===== src/rtl/rmii_rx_frame_if.sv =====
// Port bundle for the RMII receive framing stage: dibit stream in, framed bytes and statistics out.
interface rmii_rx_frame_if;
   logic        i_rmii_rxvld;
   logic [1:0]  i_rmii_rxdata;
   logic        o_rx_vld;
   logic [7:0]  o_rx_data;
   logic        o_rx_sof;
   logic        o_rx_eof;
   logic        o_rx_err;
   logic        o_rx_crcok;
   logic [15:0] o_frm_cnt;
   logic [15:0] o_err_cnt;

   modport slave (
      input  i_rmii_rxvld, i_rmii_rxdata,
      output o_rx_vld, o_rx_data, o_rx_sof, o_rx_eof, o_rx_err, o_rx_crcok,
      output o_frm_cnt, o_err_cnt
   );

   modport master (
      output i_rmii_rxvld, i_rmii_rxdata,
      input  o_rx_vld, o_rx_data, o_rx_sof, o_rx_eof, o_rx_err, o_rx_crcok,
      input  o_frm_cnt, o_err_cnt
   );
endinterface


===== src/rtl/rmii_rx_frame.sv =====
// RMII receive framing: preamble/SFD hunt, LSB-first byte assembly, CRC-32 check,
// one-byte hold so the last byte can carry eof/err/crcok, and frame/error statistics.
module rmii_rx_frame #(
   parameter int P_GAP_CYC = 4,
   parameter int P_MIN_PRE = 4,
   parameter int P_MIN_LEN = 64,
   parameter int P_MAX_LEN = 1518
) (
   input  logic           i_clk,
   input  logic           i_rst,
   rmii_rx_frame_if.slave bus
);

   typedef enum logic [1:0] {ST_IDLE, ST_DROP, ST_DATA} state_t;

   localparam logic [3:0]  GAP_MAX     = 4'(P_GAP_CYC);
   localparam logic [3:0]  GAP_LAST    = 4'(P_GAP_CYC - 1);
   localparam logic [4:0]  PRE_MAX     = 5'd31;
   localparam logic [10:0] LEN_MAX     = 11'd2047;
   localparam logic [31:0] CRC_INIT    = 32'hFFFF_FFFF;
   localparam logic [31:0] CRC_POLY    = 32'hEDB8_8320;
   localparam logic [31:0] CRC_RESIDUE = 32'hDEBB_20E3;

   function automatic logic [31:0] crc_next(input logic [31:0] crc, input logic [7:0] data);
      logic [31:0] c;
      c = crc ^ {24'd0, data};
      for (int i = 0; i < 8; i++) begin
         c = c[0] ? ((c >> 1) ^ CRC_POLY) : (c >> 1);
      end
      return c;
   endfunction

   state_t      state_q,     state_d;
   logic [3:0]  gap_q,       gap_d;
   logic [4:0]  pre_q,       pre_d;
   logic [1:0]  phase_q,     phase_d;
   logic [5:0]  shift_q,     shift_d;
   logic [10:0] len_q,       len_d;
   logic [31:0] crc_q,       crc_d;
   logic        crc_pend_q,  crc_pend_d;
   logic [7:0]  crc_byte_q,  crc_byte_d;
   logic [7:0]  hold_q,      hold_d;
   logic        hold_full_q, hold_full_d;
   logic        sof_pend_q,  sof_pend_d;

   logic        vld_q,   vld_d;
   logic [7:0]  data_q,  data_d;
   logic        sof_q,   sof_d;
   logic        eof_q,   eof_d;
   logic        err_q,   err_d;
   logic        crcok_q, crcok_d;
   logic [15:0] frm_q,   frm_d;
   logic [15:0] errc_q,  errc_d;

   logic        gap_event;
   logic [7:0]  new_byte;
   logic        crc_ok;
   logic        frame_bad;

   // The gap event fires only on the cycle the idle run first reaches P_GAP_CYC.
   assign gap_event = !bus.i_rmii_rxvld && (gap_q == GAP_LAST);
   assign new_byte  = {bus.i_rmii_rxdata, shift_q};
   assign crc_ok    = (crc_q == CRC_RESIDUE);
   assign frame_bad = !crc_ok || (int'(len_q) < P_MIN_LEN) || (int'(len_q) > P_MAX_LEN) ||
                      (phase_q != 2'd0);

   always_comb begin
      // NOTE: every variable gets a default before the case so no path leaves it unassigned (no latches).
      state_d     = state_q;
      pre_d       = pre_q;
      phase_d     = phase_q;
      shift_d     = shift_q;
      len_d       = len_q;
      crc_d       = crc_pend_q ? crc_next(crc_q, crc_byte_q) : crc_q;
      crc_pend_d  = 1'b0;
      crc_byte_d  = crc_byte_q;
      hold_d      = hold_q;
      hold_full_d = hold_full_q;
      sof_pend_d  = sof_pend_q;
      vld_d       = 1'b0;
      data_d      = data_q;
      sof_d       = 1'b0;
      eof_d       = 1'b0;
      err_d       = 1'b0;
      crcok_d     = 1'b0;
      frm_d       = frm_q;
      errc_d      = errc_q;

      if (bus.i_rmii_rxvld)      gap_d = 4'd0;
      else if (gap_q != GAP_MAX) gap_d = gap_q + 4'd1;
      else                       gap_d = gap_q;

      case (state_q)
         ST_IDLE: begin
            if (gap_event) begin
               pre_d = 5'd0;
            end else if (bus.i_rmii_rxvld) begin
               if (bus.i_rmii_rxdata == 2'b01) begin
                  pre_d = (pre_q == PRE_MAX) ? PRE_MAX : pre_q + 5'd1;
               end else if (bus.i_rmii_rxdata == 2'b11 && int'(pre_q) >= P_MIN_PRE) begin
                  state_d     = ST_DATA;
                  pre_d       = 5'd0;
                  phase_d     = 2'd0;
                  len_d       = 11'd0;
                  crc_d       = CRC_INIT;
                  hold_full_d = 1'b0;
                  sof_pend_d  = 1'b1;
               end else begin
                  state_d = ST_DROP;
                  pre_d   = 5'd0;
               end
            end
         end

         ST_DROP: begin
            if (gap_event) state_d = ST_IDLE;
         end

         ST_DATA: begin
            if (bus.i_rmii_rxvld) begin
               shift_d = new_byte[7:2];
               phase_d = phase_q + 2'd1;
               if (phase_q == 2'd3) begin
                  crc_pend_d  = 1'b1;
                  crc_byte_d  = new_byte;
                  len_d       = (len_q == LEN_MAX) ? LEN_MAX : len_q + 11'd1;
                  hold_d      = new_byte;
                  hold_full_d = 1'b1;
                  // The held byte is released only once its successor exists, so eof can ride on the last one.
                  if (hold_full_q) begin
                     vld_d      = 1'b1;
                     data_d     = hold_q;
                     sof_d      = sof_pend_q;
                     sof_pend_d = 1'b0;
                  end
               end
            end else if (gap_event) begin
               state_d     = ST_IDLE;
               hold_full_d = 1'b0;
               if (hold_full_q) begin
                  vld_d   = 1'b1;
                  data_d  = hold_q;
                  sof_d   = sof_pend_q;
                  eof_d   = 1'b1;
                  err_d   = frame_bad;
                  crcok_d = crc_ok;
                  frm_d   = frm_q + 16'd1;
                  if (frame_bad) errc_d = errc_q + 16'd1;
               end else begin
                  // SFD followed by no complete byte: counted as a silently dropped frame.
                  errc_d = errc_q + 16'd1;
               end
            end
         end

         default: state_d = ST_IDLE;
      endcase
   end

   always_ff @(posedge i_clk) begin
      // NOTE: sequential state uses non-blocking assignments so all registers update from the same pre-edge values.
      if (i_rst) begin
         state_q     <= ST_IDLE;
         gap_q       <= 4'd0;
         pre_q       <= 5'd0;
         phase_q     <= 2'd0;
         shift_q     <= 6'd0;
         len_q       <= 11'd0;
         crc_q       <= CRC_INIT;
         crc_pend_q  <= 1'b0;
         crc_byte_q  <= 8'd0;
         hold_q      <= 8'd0;
         hold_full_q <= 1'b0;
         sof_pend_q  <= 1'b0;
         vld_q       <= 1'b0;
         data_q      <= 8'd0;
         sof_q       <= 1'b0;
         eof_q       <= 1'b0;
         err_q       <= 1'b0;
         crcok_q     <= 1'b0;
         frm_q       <= 16'd0;
         errc_q      <= 16'd0;
      end else begin
         state_q     <= state_d;
         gap_q       <= gap_d;
         pre_q       <= pre_d;
         phase_q     <= phase_d;
         shift_q     <= shift_d;
         len_q       <= len_d;
         crc_q       <= crc_d;
         crc_pend_q  <= crc_pend_d;
         crc_byte_q  <= crc_byte_d;
         hold_q      <= hold_d;
         hold_full_q <= hold_full_d;
         sof_pend_q  <= sof_pend_d;
         vld_q       <= vld_d;
         data_q      <= data_d;
         sof_q       <= sof_d;
         eof_q       <= eof_d;
         err_q       <= err_d;
         crcok_q     <= crcok_d;
         frm_q       <= frm_d;
         errc_q      <= errc_d;
      end
   end

   assign bus.o_rx_vld   = vld_q;
   assign bus.o_rx_data  = data_q;
   assign bus.o_rx_sof   = sof_q;
   assign bus.o_rx_eof   = eof_q;
   assign bus.o_rx_err   = err_q;
   assign bus.o_rx_crcok = crcok_q;
   assign bus.o_frm_cnt  = frm_q;
   assign bus.o_err_cnt  = errc_q;

endmodule


===== src/flat_wrapper.sv =====
// flat-port wrapper written by rule: the top's interface ports become plain ports
module rmii_rx_frame_flat 
#(
   parameter int P_GAP_CYC = 4,
   parameter int P_MIN_PRE = 4,
   parameter int P_MIN_LEN = 64,
   parameter int P_MAX_LEN = 1518
)
  (i_clk, i_rst, bus_i_rmii_rxvld, bus_i_rmii_rxdata, bus_o_rx_vld, bus_o_rx_data, bus_o_rx_sof, bus_o_rx_eof, bus_o_rx_err, bus_o_rx_crcok, bus_o_frm_cnt, bus_o_err_cnt);
  rmii_rx_frame_if bus_i ();
  input  logic i_clk;
  input  logic i_rst;
  input wire logic [$bits(bus_i.i_rmii_rxvld)-1:0] bus_i_rmii_rxvld;
  input wire logic [$bits(bus_i.i_rmii_rxdata)-1:0] bus_i_rmii_rxdata;
  output wire logic [$bits(bus_i.o_rx_vld)-1:0] bus_o_rx_vld;
  output wire logic [$bits(bus_i.o_rx_data)-1:0] bus_o_rx_data;
  output wire logic [$bits(bus_i.o_rx_sof)-1:0] bus_o_rx_sof;
  output wire logic [$bits(bus_i.o_rx_eof)-1:0] bus_o_rx_eof;
  output wire logic [$bits(bus_i.o_rx_err)-1:0] bus_o_rx_err;
  output wire logic [$bits(bus_i.o_rx_crcok)-1:0] bus_o_rx_crcok;
  output wire logic [$bits(bus_i.o_frm_cnt)-1:0] bus_o_frm_cnt;
  output wire logic [$bits(bus_i.o_err_cnt)-1:0] bus_o_err_cnt;
  assign bus_i.i_rmii_rxvld = bus_i_rmii_rxvld;
  assign bus_i.i_rmii_rxdata = bus_i_rmii_rxdata;
  assign bus_o_rx_vld = bus_i.o_rx_vld;
  assign bus_o_rx_data = bus_i.o_rx_data;
  assign bus_o_rx_sof = bus_i.o_rx_sof;
  assign bus_o_rx_eof = bus_i.o_rx_eof;
  assign bus_o_rx_err = bus_i.o_rx_err;
  assign bus_o_rx_crcok = bus_i.o_rx_crcok;
  assign bus_o_frm_cnt = bus_i.o_frm_cnt;
  assign bus_o_err_cnt = bus_i.o_err_cnt;
  rmii_rx_frame #(.P_GAP_CYC(P_GAP_CYC), .P_MIN_PRE(P_MIN_PRE), .P_MIN_LEN(P_MIN_LEN), .P_MAX_LEN(P_MAX_LEN)) u_core (.i_clk(i_clk), .i_rst(i_rst), .bus(bus_i));
endmodule

===== config.mk =====
export PLATFORM = sky130hd
export DESIGN_NAME = rmii_rx_frame_flat
export DESIGN_NICKNAME = d
export VERILOG_FILES = /design/src/rtl/rmii_rx_frame_if.sv /design/src/rtl/rmii_rx_frame.sv /design/src/flat_wrapper.sv
export SDC_FILE = /design/constraint.sdc
export NUM_CORES = 1
export LEC_CHECK = 0
export ABC_AREA = 1
export BUFFER_PORTS_ARGS = -buffer_cell sky130_fd_sc_hd__buf_2
export CAP_MARGIN = 20
export CORE_UTILIZATION = 37
export CTS_BUF_LIST = sky130_fd_sc_hd__clkbuf_4 sky130_fd_sc_hd__clkbuf_8 sky130_fd_sc_hd__clkbuf_16
export CTS_CLUSTER_DIAMETER = 40
export CTS_CLUSTER_SIZE = 16
export DETAILED_ROUTE_END_ITERATION = 8
export MAX_ROUTING_LAYER = met4
export PLACE_DENSITY = 0.53
export SETUP_SLACK_MARGIN = 0.3
export SLEW_MARGIN = 20
export SYNTH_ARGS = -nofsm -noshare
export SYNTH_HDL_FRONTEND = slang
export SYNTH_SLANG_ARGS = --single-unit

===== constraint.sdc =====
create_clock -name i_clk -period 2.55 [get_ports i_clk]
set_input_delay 0.255 -clock i_clk [delete_from_list [all_inputs] [get_ports i_clk]]
set_output_delay 0.255 -clock i_clk [all_outputs]
set_load 0.02 [all_outputs]

==> out/metrics.csv, run 1 <==
metric,value,unit
Synth top area share,37.0,%
Final Max Tran Viols,0,
Ys Warns,0,
Die Height,133,um
area of the multi-input gates,0.00347,sq mm
Tightest Hold Check Type,in2reg,
drt via density,4.71,
area grow syn2layout,17.0,%
Post-Route Utilization,44.7,%
later-pin clock latency in the skew report,0.42,ns
I/O pins,50,
CP Class,reg2reg,
final setup fails,0,
initial antenna violation count,0,
Critical Path Fanout Max,14,
Clock transition at path regs,0.05,ns
Critical Path RT,2.83,ns
largest area contributor in the netlist,dfxtp_1,
Post-DP Area,0.00681,sq mm
switch share,22.8,%
Worst Path Arrival,2.22,ns
worst IR drop on VDD,500,uV
routed via count,5471,
post-synthesis cell type count,43,
Nets,944,
period utilization,76.3,%
Switch Pwr,1.11,mW
setup_tns,0,ns
DP Worst Slack,0.616,ns
Synth Flop Type,dfxtp_1,
max_cap viols,0,
outcome,completed,
Final Hold Vio Count,0,
Die ar.,0.0178,sq mm
Die X,133,um
core area,0.0167,sq mm
Clk pwr share,54.1,%
GR Util met3,4.00,%
number of flops mapped to enable cells by yosys,0,
critical path startpoint category,flip-flop,
Initial Utilization,38.2,%
Tightest Pin Transition,0.620,ns
clock buffer depth,2,
cell area after layout,0.00746,sq mm
Synth area leaders,"dfxtp_1, nand2_1, a21oi_1, xor2_1, inv_1",
P_int,3.76,mW
Iter 0 DRT Violations,223,
asr flop ratio synth,0,%
pwr dens,652,mW/mm^2
DRT Pass-1 Iters,4,
Row Count,47,
CTS H-tree depth,4,
post-synthesis sequential area ratio,37.0,%
RD Place Congestion,0.857,
DP HPWL,11000,um
Post-Route WL,15500,um
Setup crit end kind,flip-flop,
Final ANT Viol Nets,0,
filler instances,1756,
Comb power frac,7.0,%
syn nets,895,
I/O Buffers,49,
drt drc,0,
vias in the first global route,5078,
Hold Worst Slack,0.139,ns
routed len/inst,13.4,um
Synth Cell Area,0.00638,sq mm
post-CTS setup repair buffer count,0,
Register Area,0.00236,sq mm
leak pwr,3.14,nW
cts bufs inserted,17,
Clock Skew,0.00813,ns
hold buffer count at CTS,0,
met2 usage,29.2,%
PnR worst setup slack,0.605,ns
CTS tree,yes,
clk root buf,clkbuf_16,
met1 GRT Util,24.7,%
syn avg cell area,7.26,sq um
Yosys reg bits,118,
global-route wire length before repair,25900,um
PostCTS Resize Cnt,0,
largest net degree at the start of global routing,48,
Fmax achieved,514,MHz
Cells after Synth,879,
relative max-transition margin,58.6,%
layout cells sized above 1,16.7,%
clk sinks,118,
aggregate global routing overflow,0,
Final Critical Period,1.94,ns
unrepaired setup endpoints after global routing,false,
ANT cells,0,
global routing's busiest layer,met2,
Overall Global Routing Usage,19.2,%
Seq pwr share,39.0,%
==> path summary, 6_finish.rpt <==
path                              from                   end  slack [ns]  depth (start not counted)
setup / recovery     u_core.state_q[0]    u_core.hold_full_q        0.61                          9
hold / removal    bus_i_rmii_rxdata[0]  u_core.crc_byte_q[6]        0.14                          3
setup reg to reg     u_core.state_q[0]    u_core.hold_full_q        0.61                          9
hold reg to reg        u_core.pre_q[3]       u_core.pre_q[3]        0.47                          2
==> kinds of logic after synthesis <==
group	synth area share (%)
buffers and inverters	8.63
and+or+nand+nor	25.5
adders and majority gates	2.16
AOI/OAI and AO/OA	16.0
xor gates and xnor gates	10.7
DFF	37.0
==> power by group through the flow <==
stage / Clock [mW] / Combinational [mW] / Sequential (mW)
2_1_floorplan: 0 / 0.255 / 1.93
3_3_place_gp: 0 / 0.340 / 1.94
3_5_place_dp: 0 / 0.335 / 1.94
4_1_cts: 2.69 / 0.336 / 1.90
5_1_grt: 2.77 / 0.393 / 1.90
6_report: 2.63 / 0.339 / 1.90
==> worst max-delay path, stage by stage, from the launching register on <==
cell	delay (ns)
dfxtp_1	0.30
inv_1	0.06
ha_1	0.26
nand2_2	0.16
nor2_2	0.08
inv_1	0.27
nor2_1	0.09
buf_4	0.18
or2_2	0.27
nor3b_1	0.13
==> synth_stat cells (2+ instances only) <==
| cell | n |
|---|---|
| clkbuf_1 | 11 |
| buf_2 | 7 |
| xnor2_2 | 3 |
| nor2_1 | 61 |
| xnor2_4 | 3 |
| a21oi_2 | 10 |
| nand4_1 | 7 |
| nor3_1 | 17 |
| or2_2 | 3 |
| inv_2 | 11 |
| o21ai_1 | 11 |
| clkinv_1 | 2 |
| o21ai_0 | 57 |
| dfxtp_1 | 118 |
| nand2_4 | 4 |
| a21oi_1 | 88 |
| nand2_2 | 21 |
| buf_4 | 3 |
| o211ai_1 | 14 |
| nor2_2 | 9 |
| nor3b_1 | 3 |
| buf_1 | 3 |
| xnor2_1 | 11 |
| ha_1 | 11 |
| nand2_1 | 181 |
| xor2_1 | 47 |
| inv_1 | 96 |
| nand3_1 | 52 |
==> per-layer routing <==
| metal | share of wire (%) | wire [um] |
|---|---|---|
| met2 | 47 | 7300 |
| met3 | 2.9 | 444 |
| met1 | 49 | 7580 |
| met5 | 0 | 0 |
| met4 | 1.3 | 195 |
==> stage by stage <==
stage	cells	power, mW
detailed placement	1129	2.27
global placement	1129	2.28
CTS	1161	4.92
global route	1161	5.06
floorplan	879	2.19
finish	1161	4.87
==> placed cells by master, fill, tap and decap left out, types with 3 or more instances in the layout <==
master / count
o21ai_0: 57
clkinv_2: 3
dfxtp_1: 118
nor2_2: 9
o21ai_1: 11
buf_2: 49
nor3b_1: 3
bufinv_16: 4
o211ai_1: 14
nand2_2: 21
clkbuf_16: 17
nand4_1: 7
nor3_1: 17
ha_1: 11
nor2_1: 61
xor2_1: 47
xnor2_4: 3
a21oi_1: 88
nand2_4: 4
clkbuf_8: 5
inv_2: 11
nand3_1: 52
a21oi_2: 10
or2_2: 3
nand2_1: 181
buf_4: 7
inv_1: 96
xnor2_1: 11
xnor2_2: 3
==> layout make-up <==
cell class | count | share of cell area [%]
Multi-Input combinational cell | 626 | 46.4
Clock buffer | 24 | 6.82
Inverter | 109 | 5.48
Sequential cell | 118 | 31.7
Tap cell | 220 | 3.69
Timing Repair Buffer | 56 | 3.99
Clock inverter | 8 | 1.91
==> sequential cells by signal, summed over array words and instances (netlist names), 2 cells and up <==
| name | flops |
|---|---|
| u_core.bus.o_err_cnt | 16 |
| u_core.bus.o_frm_cnt | 16 |
| u_core.bus.o_rx_data | 8 |
| u_core.crc_byte_q | 8 |
| u_core.crc_q | 32 |
| u_core.gap_q | 4 |
| u_core.len_q | 11 |
| u_core.phase_q | 2 |
| u_core.pre_q | 5 |
| u_core.shift_q | 6 |
| u_core.state_q | 2 |
Note: power is estimated with default switching activity, not from simulation.
==> run 2: changes to the inputs <==
==> constraint.sdc (replaced) <==
create_clock -name i_clk -period 1.8 [get_ports i_clk]
set_input_delay 0.18 -clock i_clk [delete_from_list [all_inputs] [get_ports i_clk]]
set_output_delay 0.18 -clock i_clk [all_outputs]
set_load 0.02 [all_outputs]
==> run 2 against run 1 <==
Sequential power up 42%. Cell area up 14%. Fmax increased by 17%. Critical path type unchanged. Critical path depth up 2. Clock-buffer cell count down 6. Hold slack lost 0.037 ns. Highest routed layer unchanged.
==> out/metrics.csv, run 2 (synthesis gave the netlist of run 1 again) <==
metric,value,unit
outcome,completed,
routed len/inst,13.9,um
Post-Route WL,17100,um
clk root buf,clkbuf_16,
Final ANT Viol Nets,0,
initial antenna violation count,0,
Critical Path RT,2.16,ns
core area,0.0167,sq mm
Clock Skew,0.00659,ns
I/O pins,50,
Final Critical Period,1.67,ns
Worst Hold Depth,3,
aggregate global routing overflow,0,
Fmax achieved,600,MHz
max FFs per register,32,
Clock transition at path regs,0.06,ns
drt drc,0,
hold buffer count at CTS,0,
"most common cell after layout, fill and taps aside",nand2_1,
cts bufs inserted,17,
Nets,1010,
pwr dens,834,mW/mm^2
Die Height,133,um
Tightest Pin Transition,0.343,ns
Iter 0 DRT Violations,244,
most frequent cells in the layout,"nand2_1, a21oi_1, dfxtp_1",
worst IR drop on VDD,741,uV
Die ar.,0.0178,sq mm
CTS tree,yes,
max_cap viols,0,
ANT cells,0,
area grow syn2layout,33.6,%
CTS H-tree depth,4,
setup_tns,0,ns
Overall Global Routing Usage,20.3,%
Tightest Hold Check Type,in2reg,
period utilization,92.6,%
Die X,133,um
Final Max Tran Viols,0,
clock buffer depth,2,
Critical Path Fanout Max,8,
routed via count,5912,
flop2flop setup slack,0.13,ns
Final Hold Vio Count,0,
worst hold endpoint,u_core.shift_q[5],
layout cells sized above 1,33.1,%
clk sinks,118,
RD Place Congestion,0.874,
leak pwr,3.53,nW
worst r2r dst,u_core.bus.o_err_cnt[1],
hold path start,bus_i_rmii_rxdata[1],
vias in the first global route,5595,
later-pin clock latency in the skew report,0.43,ns
Setup crit end kind,flip-flop,
drt via density,4.82,
Initial Utilization,38.2,%
final setup fails,0,
Row Count,47,
Post-Route Utilization,51.0,%
global-route wire length before repair,27600,um
Hold Worst Slack,0.102,ns
R2R depth,11,
DP HPWL,11600,um
relative max-transition margin,76.9,%
CP Class,reg2reg,
unrepaired setup endpoints after global routing,true,
DRT Pass-1 Iters,5,
I/O Buffers,49,
worst r2r src,u_core.crc_q[21],
filler instances,1643,
critical path startpoint category,flip-flop,
Worst Path Arrival,2.03,ns
Reg with most FFs,u_core.crc_q,
largest net degree at the start of global routing,28,
[run 2: cell count changes in the layout (fill, tap and decap cells not counted), moves of 9 or more]
cell and change:
inv_2 +11, o21ai_1 +9, buf_4 +51, dfxtp_2 +30, inv_1 -13, dfxtp_1 -34
nand2_1 -23, o21ai_0 -10, nor2_1 -14, nand2_2 +14
[run 2: critical path: stages (launching register included)]
cell and delay (ns):
dfxtp_2 0.35, nand2_1 0.10, nor2_2 0.14, nand2_1 0.07, nor2_2 0.11, nand2_2 0.10, nor2_4 0.15, nand3_4 0.18
buf_16 0.20, nand3b_1 0.07, nand2_1 0.05, nor2_1 0.08
[run 2: what timing repair did]
action,CTS,global route
gates resized for setup,72,76
gates cloned,3,1
endpoints found under the setup margin,86,94
pin swaps,25,34
setup buffers,13,13
[run 2: worst max-delay path by stage]
stage	slack [ns]	cells past startpoint	startpoint	endpoint
after floorplan	0.28	10	u_core.bus.o_err_cnt[0]	u_core.bus.o_err_cnt[14]
final	0.13	11	u_core.crc_q[21]	u_core.bus.o_err_cnt[1]
after global routing	0.008	11	u_core.crc_q[21]	u_core.bus.o_err_cnt[1]
after CTS	0.21	11	u_core.crc_q[6]	u_core.bus.o_err_cnt[0]
after detailed placement	0.11	9	u_core.state_q[0]	u_core.len_q[2]
after global placement	0.11	11	u_core.crc_byte_q[6]	u_core.crc_q[19]
[run 2: report_power, final]
| part | leakage [nW] | total [mW] | internal, mW | switching [mW] |
|---|---|---|---|---|
| Clock | 0.307 | 3.70 | 2.36 | 1.34 |
| Combinational | 2.27 | 0.716 | 0.271 | 0.444 |
| Sequential | 0.954 | 2.69 | 2.66 | 0.0331 |
| Total | 3.53 | 7.10 | 5.29 | 1.81 |
[run 2: layer usage]
layer | GRT usage (%) | routed length, um | up-vias
met5 | - | 0 | -
met4 | 8.59 | 460 | 0
met3 | 4.87 | 536 | 36
met2 | 31.7 | 8290 | 85
met1 | 25.1 | 7770 | 2710
li1 | - | - | 3081
[run 2: area by class of cell]
class / instances / area [sq um] / area share [%]
multi-input cells: 628 / 3910 / 45.9
flip-flops and latches: 118 / 2410 / 28.3
inverters: 109 / 415 / 4.88
clock inverters: 14 / 198 / 2.32
clock buffers: 18 / 439 / 5.15
repair buffers: 120 / 871 / 10.2
well taps: 220 / 275 / 3.23
[run 2: per-stage QoR]
step	area (sq um)	worst slack (ns)	power, mW	std cells
after CTS	8180	0.207	7.05	1213
after detailed placement	7170	0.112	3.26	1165
after global placement	7170	0.110	3.27	1165
after global routing	8520	0.00787	7.40	1227
final	8520	0.134	7.10	1227
after floorplan	6430	0.283	3.11	879
